[src/rtl/writeback_rf_sb_if.sv]
// Writeback/register-file bus: handshake, source operands, scoreboard issue and read ports.
// Optional macro WB_BYPASS_EN is consumed by writeback_rf_sb, not by this interface.
interface writeback_rf_sb_if #(
  parameter int DATA_W = 16,
  parameter int ADDR_W = 3
);
  logic              wb_valid;
  logic              wb_ready;
  logic [1:0]        W_Control;
  logic [DATA_W-1:0] aluout;
  logic [DATA_W-1:0] memout;
  logic [DATA_W-1:0] pcout;
  logic [DATA_W-1:0] npc;
  logic [ADDR_W-1:0] dr;
  logic              iss_valid;
  logic [ADDR_W-1:0] iss_dr;
  logic [ADDR_W-1:0] sr1;
  logic [ADDR_W-1:0] sr2;
  logic [DATA_W-1:0] VSR1;
  logic [DATA_W-1:0] VSR2;
  logic              sr1_busy;
  logic              sr2_busy;
  logic [2:0]        psr;
  logic              init_done;

  modport master (
    output wb_valid, W_Control, aluout, memout, pcout, npc, dr,
           iss_valid, iss_dr, sr1, sr2,
    input  wb_ready, VSR1, VSR2, sr1_busy, sr2_busy, psr, init_done
  );

  modport slave (
    input  wb_valid, W_Control, aluout, memout, pcout, npc, dr,
           iss_valid, iss_dr, sr1, sr2,
    output wb_ready, VSR1, VSR2, sr1_busy, sr2_busy, psr, init_done
  );
endinterface

[src/rtl/writeback_rf_sb.sv]
// Writeback stage, register file, NZP codes and pending-write scoreboard with a post-reset clear.
// Optional macro WB_BYPASS_EN: forwards the accepted writeback data to same-cycle reads.
module writeback_rf_sb #(
  parameter int DATA_W = 16,
  parameter int ADDR_W = 3
) (
  input logic             clock,
  input logic             reset,
  writeback_rf_sb_if.slave bus
);
  localparam int NREGS = 1 << ADDR_W;
  localparam logic [ADDR_W-1:0] LAST_IDX = ADDR_W'(NREGS - 1);

  typedef enum logic [0:0] {
    ST_CLEAR = 1'b0,
    ST_RUN   = 1'b1
  } state_t;

  state_t            state_r;
  logic [ADDR_W-1:0] cnt_r;
  logic [DATA_W-1:0] regs_r [NREGS];
  logic [NREGS-1:0]  busy_r;
  logic [2:0]        psr_r;
  logic              wb_ready_r;
  logic              init_done_r;

  logic [DATA_W-1:0] din_s;
  logic              accept_s;
  logic [NREGS-1:0]  set_s;
  logic [NREGS-1:0]  clr_s;
  logic [NREGS-1:0]  busy_nxt_s;
  logic [DATA_W-1:0] vsr1_s;
  logic [DATA_W-1:0] vsr2_s;
  logic              busy1_s;
  logic              busy2_s;

  function automatic logic [2:0] nzp_of(input logic [DATA_W-1:0] v);
    if (v[DATA_W-1]) begin
      return 3'b100;
    end else if (v != {DATA_W{1'b0}}) begin
      return 3'b001;
    end else begin
      return 3'b010;
    end
  endfunction

  function automatic logic [NREGS-1:0] onehot(input logic [ADDR_W-1:0] idx);
    return {{(NREGS-1){1'b0}}, 1'b1} << idx;
  endfunction

  // Writeback source select.
  always_comb begin
    din_s = bus.aluout;
    case (bus.W_Control)
      2'd0:    din_s = bus.aluout;
      2'd1:    din_s = bus.memout;
      2'd2:    din_s = bus.pcout;
      2'd3:    din_s = bus.npc;
      default: din_s = bus.aluout;
    endcase
  end

  assign accept_s = bus.wb_valid && wb_ready_r;

  // Scoreboard next state: a same-index issue overrides the retiring clear.
  always_comb begin
    set_s      = (state_r == ST_RUN && bus.iss_valid) ? onehot(bus.iss_dr) : {NREGS{1'b0}};
    clr_s      = accept_s ? onehot(bus.dr) : {NREGS{1'b0}};
    busy_nxt_s = (busy_r & ~clr_s) | set_s;
  end

  // Read ports, optionally forwarding the writeback being accepted this cycle.
  always_comb begin
    vsr1_s  = regs_r[bus.sr1];
    vsr2_s  = regs_r[bus.sr2];
    busy1_s = busy_r[bus.sr1];
    busy2_s = busy_r[bus.sr2];
`ifdef WB_BYPASS_EN
    if (accept_s && bus.sr1 == bus.dr) begin
      vsr1_s  = din_s;
      busy1_s = set_s[bus.sr1];
    end else begin
      vsr1_s  = regs_r[bus.sr1];
      busy1_s = busy_r[bus.sr1];
    end
    if (accept_s && bus.sr2 == bus.dr) begin
      vsr2_s  = din_s;
      busy2_s = set_s[bus.sr2];
    end else begin
      vsr2_s  = regs_r[bus.sr2];
      busy2_s = busy_r[bus.sr2];
    end
`endif
  end

  // Clear/run sequencer, register file writes, condition codes and scoreboard.
  always_ff @(posedge clock) begin
    if (reset) begin
      state_r     <= ST_CLEAR;
      cnt_r       <= {ADDR_W{1'b0}};
      busy_r      <= {NREGS{1'b0}};
      psr_r       <= 3'b000;
      wb_ready_r  <= 1'b0;
      init_done_r <= 1'b0;
    end else begin
      case (state_r)
        ST_CLEAR: begin
          regs_r[cnt_r] <= {DATA_W{1'b0}};
          if (cnt_r == LAST_IDX) begin
            state_r     <= ST_RUN;
            wb_ready_r  <= 1'b1;
            init_done_r <= 1'b1;
          end else begin
            cnt_r <= cnt_r + ADDR_W'(1);
          end
        end
        ST_RUN: begin
          if (accept_s) begin
            regs_r[bus.dr] <= din_s;
            psr_r          <= nzp_of(din_s);
          end else begin
            psr_r <= psr_r;
          end
          busy_r <= busy_nxt_s;
        end
        default: begin
          state_r    <= ST_CLEAR;
          wb_ready_r <= 1'b0;
        end
      endcase
    end
  end

  assign bus.wb_ready  = wb_ready_r;
  assign bus.init_done = init_done_r;
  assign bus.psr       = psr_r;
  assign bus.VSR1      = vsr1_s;
  assign bus.VSR2      = vsr2_s;
  assign bus.sr1_busy  = busy1_s;
  assign bus.sr2_busy  = busy2_s;
endmodule

[src/flat_wrapper.sv]
// flat-port wrapper written by rule: the top's interface ports become plain ports
module writeback_rf_sb_flat 
#(
  parameter int DATA_W = 16,
  parameter int ADDR_W = 3
)
  (clock, reset, bus_wb_valid, bus_W_Control, bus_aluout, bus_memout, bus_pcout, bus_npc, bus_dr, bus_iss_valid, bus_iss_dr, bus_sr1, bus_sr2, bus_wb_ready, bus_VSR1, bus_VSR2, bus_sr1_busy, bus_sr2_busy, bus_psr, bus_init_done);
  writeback_rf_sb_if #(.DATA_W(DATA_W), .ADDR_W(ADDR_W)) bus_i ();
  input logic clock;
  input logic reset;
  input wire logic [$bits(bus_i.wb_valid)-1:0] bus_wb_valid;
  input wire logic [$bits(bus_i.W_Control)-1:0] bus_W_Control;
  input wire logic [$bits(bus_i.aluout)-1:0] bus_aluout;
  input wire logic [$bits(bus_i.memout)-1:0] bus_memout;
  input wire logic [$bits(bus_i.pcout)-1:0] bus_pcout;
  input wire logic [$bits(bus_i.npc)-1:0] bus_npc;
  input wire logic [$bits(bus_i.dr)-1:0] bus_dr;
  input wire logic [$bits(bus_i.iss_valid)-1:0] bus_iss_valid;
  input wire logic [$bits(bus_i.iss_dr)-1:0] bus_iss_dr;
  input wire logic [$bits(bus_i.sr1)-1:0] bus_sr1;
  input wire logic [$bits(bus_i.sr2)-1:0] bus_sr2;
  output wire logic [$bits(bus_i.wb_ready)-1:0] bus_wb_ready;
  output wire logic [$bits(bus_i.VSR1)-1:0] bus_VSR1;
  output wire logic [$bits(bus_i.VSR2)-1:0] bus_VSR2;
  output wire logic [$bits(bus_i.sr1_busy)-1:0] bus_sr1_busy;
  output wire logic [$bits(bus_i.sr2_busy)-1:0] bus_sr2_busy;
  output wire logic [$bits(bus_i.psr)-1:0] bus_psr;
  output wire logic [$bits(bus_i.init_done)-1:0] bus_init_done;
  assign bus_i.wb_valid = bus_wb_valid;
  assign bus_i.W_Control = bus_W_Control;
  assign bus_i.aluout = bus_aluout;
  assign bus_i.memout = bus_memout;
  assign bus_i.pcout = bus_pcout;
  assign bus_i.npc = bus_npc;
  assign bus_i.dr = bus_dr;
  assign bus_i.iss_valid = bus_iss_valid;
  assign bus_i.iss_dr = bus_iss_dr;
  assign bus_i.sr1 = bus_sr1;
  assign bus_i.sr2 = bus_sr2;
  assign bus_wb_ready = bus_i.wb_ready;
  assign bus_VSR1 = bus_i.VSR1;
  assign bus_VSR2 = bus_i.VSR2;
  assign bus_sr1_busy = bus_i.sr1_busy;
  assign bus_sr2_busy = bus_i.sr2_busy;
  assign bus_psr = bus_i.psr;
  assign bus_init_done = bus_i.init_done;
  writeback_rf_sb #(.DATA_W(DATA_W), .ADDR_W(ADDR_W)) u_core (.clock(clock), .reset(reset), .bus(bus_i));
endmodule
[config.mk]
export PLATFORM = sky130hd
export DESIGN_NAME = writeback_rf_sb_flat
export DESIGN_NICKNAME = d
export VERILOG_FILES = /design/src/rtl/writeback_rf_sb_if.sv /design/src/rtl/writeback_rf_sb.sv /design/src/flat_wrapper.sv
export SDC_FILE = /design/constraint.sdc
export NUM_CORES = 1
export LEC_CHECK = 0
export CORE_MARGIN = 4
export CORE_UTILIZATION = 35
export DETAILED_ROUTE_END_ITERATION = 7
export RECOVER_POWER = 50
export SYNTH_ARGS = -nofsm -noshare
export SYNTH_HDL_FRONTEND = slang
export SYNTH_SLANG_ARGS = --single-unit
[constraint.sdc]
create_clock -name clock -period 6.43 [get_ports clock]
set_input_delay 1.286 -clock clock [delete_from_list [all_inputs] [get_ports clock]]
set_output_delay 1.286 -clock clock [all_outputs]
set_load 0.05 [all_outputs]
==> results of run 1 <==
==> power groups by stage <==
stage          Clock (mW)  Combinational [mW]  Sequential, mW
6_report            0.984               0.328            1.06
5_1_grt              1.05               0.349            1.06
4_1_cts              1.00               0.336            1.06
3_5_place_dp            0               0.335            1.08
3_3_place_gp            0               0.330            1.08
2_1_floorplan           0               0.209            1.07
==> routing by layer <==
layer | global-route usage, % | share of wire [%] | vias to the layer above
li1 | - | - | 1920
met4 | 4.22 | 1.1 | 0
met1 | 19.2 | 40 | 2165
met3 | 3.69 | 6.5 | 13
met5 | 0 | 0 | -
met2 | 27.3 | 52 | 157
==> kinds of logic (layout without fill, tap and decap cells) <==
kind of cell | count (synthesis) | after routing | synth area share (%)
mux | 118 | 118 | 32.0
compound gates | 30 | 30 | 2.43
xor+xnor | 1 | 1 | 0.121
simple gates | 69 | 69 | 5.15
buf+inv | 35 | 173 | 2.30
fa+ha+maj | 2 | 2 | 0.347
flops | 144 | 144 | 57.7
==> layout by cell type, fill, tap and decap left out, types with 3 or more instances in the layout <==
cell / instances
a21oi_1: 12
a31oi_1: 4
and3_1: 3
buf_4: 13
bufinv_16: 3
clkbuf_1: 6
clkbuf_16: 17
clkdlybuf4s50_1: 110
clkinv_2: 3
clkinvlp_4: 4
dfxtp_1: 16
dlygate4sd3_1: 8
edfxtp_1: 128
inv_1: 4
mux2_2: 34
mux4_1: 9
mux4_2: 75
nand2_1: 14
nand2b_1: 5
nor2_1: 9
nor2_2: 7
nor2b_1: 18
o21ai_0: 8
==> through the flow <==
step | hold WS (ps) | setup slack, ps
finish | 454 | 1520
global placement | 448 | 1540
global route | 483 | 1430
detailed placement | 453 | 1540
floorplan | 455 | 2310
CTS | 464 | 1520
==> worst max-delay path, cell delays in order <==
cell	delay [ps]
clkdlybuf4s50_1	460
buf_4	430
mux4_2	380
mux2_2	280
clkdlybuf4s50_1	760
==> path summary, 6_finish.rpt <==
check                                 start                             end  cells after the start
max                              bus_sr1[1]                     bus_VSR1[3]                      5
min          u_core.bus.psr[2]$_SDFFE_PP0N_  u_core.bus.psr[2]$_SDFFE_PP0N_                      2
max reg2reg       u_core.state_r$_SDFF_PP0_  u_core.regs_r[1][13]$_DFFE_PP_                      5
min reg2reg  u_core.bus.psr[2]$_SDFFE_PP0N_  u_core.bus.psr[2]$_SDFFE_PP0N_                      2
==> final cells by class <==
type	count	area (sq um)	area share [%]
clock buffers	19	433	4.64
clock inverters	13	161	1.73
inverters	4	15.0	0.161
multi-input cells	220	2910	31.2
flip-flops and latches	144	4160	44.7
well taps	270	338	3.62
repair buffers	137	1300	14.0
==> state kept, by name, summed over array words and instances, names as in the netlist <==
| name | flops |
|---|---|
| u_core.bus.init_done | 1 |
| u_core.busy_r | 8 |
| u_core.state_r | 1 |
| u_core.regs_r | 128 |
| u_core.bus.psr | 3 |
| u_core.cnt_r | 3 |
==> flow_metrics.tcl, run 1 <==
set metrics [dict create \
    outcome "complete, no violations" \
    p_int_mw 1.82 \
    io_buffers 120 \
    start_util_pct 35.7 \
    fin_util_pct 46.1 \
    fp.dieArea_sq_mm 0.0230 \
    vias 4255 \
    grt_max_degree 35 \
    skew_ps 8.05 \
    swShare_pct 23.4 \
    max-slew-margin-rel_pct 11.8 \
    clock_tree.root_cell "clkbuf_16" \
    dr.pass1.iters 6 \
    drv_cap 0 \
    ctsHoldBuffers 0 \
    num-fill-cells 1716 \
    core_sq_mm 0.0202 \
    yosysWarnings 0 \
    fin_tns_setup_ps 0 \
    dp_hpwl_mm 11.8 \
    wirelength_mm 17.0 \
    insertion_delay_ps 420 \
    grt_pass1_wl_mm 26.2 \
    clock.fmax_mhz 204 \
    crit_fanout 34 \
    clk_pin_slew_ps 60 \
    top_level_ports 121 \
    clockPowerShare_pct 41.5 \
    ys_ff_latch 144 \
    place_area_sq_mm 0.00874 \
    yosysUniqueCellTypes 36 \
    synth.avg_cell_area_sq_um 18.1 \
    vias_per_cell 5.27 \
    cts_buffer_depth 2 \
    synth_area_leaders "edfxtp_1 (53%), mux4_2 (23%), mux2_2 (5.3%)" \
    syn-num-nets 483 \
    yosysMostFrequentCell "edfxtp_1" \
    critical_path_class "in -> out" \
    syn_to_final_growth_pct 29.1 \
    synth_top_area_share_pct 53.2 \
    yosysSeqAreaShare_pct 57.7 \
    antennaDiodeCount 0 \
    clock_sinks 144 \
    ys.flop_type "edfxtp_1" \
    cts_resized 0 \
    fin_area_sq_mm 0.00932 \
    p_per_area_mw_per_mm2 254 \
    cp.required_ps 5140 \
    antenna_found_initial 0 \
    fin_crit_sh_pct 76.4 \
    reg2reg_slack_ps 3220 \
    p_switching_mw 0.556 \
    pwr-share-comb_pct 13.8 \
    final_antenna_net_count 0 \
    finalHoldViolCount 0 \
    finalSetupViolCount 0 \
    grt_overflow_total 0 \
    grt_pass1_vias 4663 \
    synth-edff-count 128 \
    post-place-cells 775 \
    grt_setup_unrepaired "false" \
    end_kind "output pin" \
    ir_drop_uv 167 \
    cts_inserted_buffers 17 \
    netlist_area_sq_mm 0.00722 \
    drcViolationCount 0 \
    syn_inst 399 \
    routedWlPerCell_um 21.1 \
    track_usage_pct 15.5 \
    gp_congestion 0.770 \
    worst_pin_slew_ps 1320 \
    drt_iter0_drc 272 \
    slew_viol_final 0 \
    leakage_nw 2.78 \
    arrival_ps 3620 \
    netlist_top_cells_count "edfxtp_1 (128), mux4_2 (75), mux2_2 (34), clkbuf_1 (18), nor2b_1 (18)" \
    startpoint_type "primary input" \
    final_cells 807 \
    rows 52 \
    min_path_type "reg -> reg" \
    cts_setup_buffers 0 \
    finalPower_mw 2.37 \
    htreeDepth 4 \
    yosysTopAreaCell "edfxtp_1" \
    layout-drive-gt1-share_pct 30.5 \
    synth-async-reset-ratio_pct 0 \
    fin_nets 608 \
    die_w_um 152 \
    cts_tree "yes" \
    period_needed_ps 4910 \
    share_seq_of_total_power_pct 44.7 \
    die_h_um 152 \
]
No activity file was read; power rests on OpenSTA's default activity.
==> inputs of run 2 (changes only) <==
clock period = 4.46 ns   (was 6.43 ns; I/O delays follow)
==> flow_metrics.tcl, run 2 (synthesized netlist as in run 1, its figures left out) <==
set metrics [dict create \
    wirelength_mm 17.2 \
    vias 4294 \
    arrival_ps 2720 \
    outcome "complete, no violations" \
    finalSetupViolCount 0 \
    cts_inserted_buffers 17 \
    clock_tree.root_cell "clkbuf_16" \
    die_h_um 152 \
    start_util_pct 35.7 \
    cts_buffer_depth 2 \
    antenna_found_initial 0 \
    finalHoldViolCount 0 \
    io_buffers 120 \
    max-slew-margin-rel_pct 10.3 \
    period_needed_ps 3610 \
    dr.pass1.iters 4 \
    final_antenna_net_count 0 \
    clock.fmax_mhz 277 \
    leakage_nw 2.79 \
    crit_fanout 34 \
    core_sq_mm 0.0202 \
    grt_pass1_vias 4775 \
    fin_tns_setup_ps 0 \
    grt_pass1_wl_mm 26.8 \
    finalPower_mw 3.33 \
    cp.required_ps 3570 \
    dp_hpwl_mm 11.9 \
    gp_congestion 0.715 \
    fin_crit_sh_pct 80.9 \
    grt_overflow_total 0 \
    fp.dieArea_sq_mm 0.0230 \
    clock_sinks 144 \
    grt_max_degree 35 \
    layout-drive-gt1-share_pct 35.6 \
    fin_nets 611 \
    vias_per_cell 5.30 \
    ir_drop_uv 242 \
    top_level_ports 121 \
    startpoint_type "primary input" \
    worst_pin_slew_ps 1350 \
    min_path_type "reg -> reg" \
    insertion_delay_ps 420 \
    skew_ps 7.86 \
    cts_tree "yes" \
    top_register "u_core.regs_r" \
    largest_reg_flops 128 \
    die_w_um 152 \
    drt_iter0_drc 255 \
    rows 52 \
    ctsHoldBuffers 0 \
    num-fill-cells 1741 \
    mostFrequentLayoutCells "edfxtp_1 (128), clkdlybuf4s50_1 (76), mux4_2 (75)" \
    routedWlPerCell_um 21.2 \
    p_per_area_mw_per_mm2 361 \
    htreeDepth 4 \
    cts_resized 0 \
    clk_pin_slew_ps 60 \
    slew_viol_final 0 \
    final_common_cell "edfxtp_1" \
    reg.largest.list "u_core.regs_r: 128 flops, u_core.busy_r: 8 flops" \
    end_kind "output pin" \
    track_usage_pct 15.8 \
    reg2reg_slack_ps 1760 \
    drcViolationCount 0 \
    syn_to_final_growth_pct 27.8 \
    drv_cap 0 \
    critical_path_class "in -> out" \
    cts_setup_buffers 0 \
    grt_setup_unrepaired "false" \
    antennaDiodeCount 0 \
]
-- run 2: changes by cell type in the layout (fill, tap and decap cells not counted), sizes merged --
cell,delta
buf,+35
clkdlybuf4s50,-34
inv,+3
bufinv,-2
clkbuf,+1
clkinv,+1
clkinvlp,-1
-- run 2: worst max-delay path: stages --
cell             delay, ps
clkdlybuf4s50_1        460
buf_4                  430
mux4_2                 390
mux2_2                 310
buf_4                  200
-- run 2: power by group --
part / switching [mW] / internal (mW) / total, mW
combinational: 0.239 / 0.228 / 0.466
clock: 0.561 / 0.776 / 1.34
sequential: 0.0222 / 1.50 / 1.53
total: 0.822 / 2.51 / 3.33
-- run 2: layout make-up --
type / count / area, sq um / share of cell area, %
Clock inverter: 14 / 134 / 1.45
Sequential cell: 144 / 4160 / 45.1
Inverter: 4 / 15.0 / 0.163
Clock buffer: 18 / 429 / 4.65
Multi-Input combinational cell: 220 / 2890 / 31.3
Timing Repair Buffer: 140 / 1260 / 13.6
Tap cell: 270 / 338 / 3.66
-- run 2: worst paths after layout --
kind                            cells after the start                              to                            from
worst max register to register                      5   u_core.regs_r[1][8]$_DFFE_PP_       u_core.state_r$_SDFF_PP0_
worst min register to register                      2  u_core.bus.psr[2]$_SDFFE_PP0N_  u_core.bus.psr[2]$_SDFFE_PP0N_
worst max-delay path                                5                     bus_VSR1[3]                      bus_sr1[1]
worst min-delay path                                2  u_core.bus.psr[2]$_SDFFE_PP0N_  u_core.bus.psr[2]$_SDFFE_PP0N_
-- run 2: routing by layer --
| metal | track usage, % | part of all wire [%] |
|---|---|---|
| met5 | 0 | 0 |
| met4 | 3.77 | 0.89 |
| met3 | 3.39 | 6.8 |
| met2 | 28.5 | 53 |
| met1 | 19.6 | 40 |
-- run 2: per-stage QoR --
stage | hold WS (ps) | util (%) | instances | setup WS (ps) | area, sq um
floorplan | 455 | - | 399 | 1130 | 7220
global placement | 450 | 42.9 | 778 | 864 | 8690
detailed placement | 455 | 42.9 | 778 | 856 | 8690
CTS | 464 | 45.7 | 810 | 836 | 9250
global route | 507 | 45.6 | 810 | 742 | 9230
finish | 455 | 45.6 | 810 | 852 | 9230
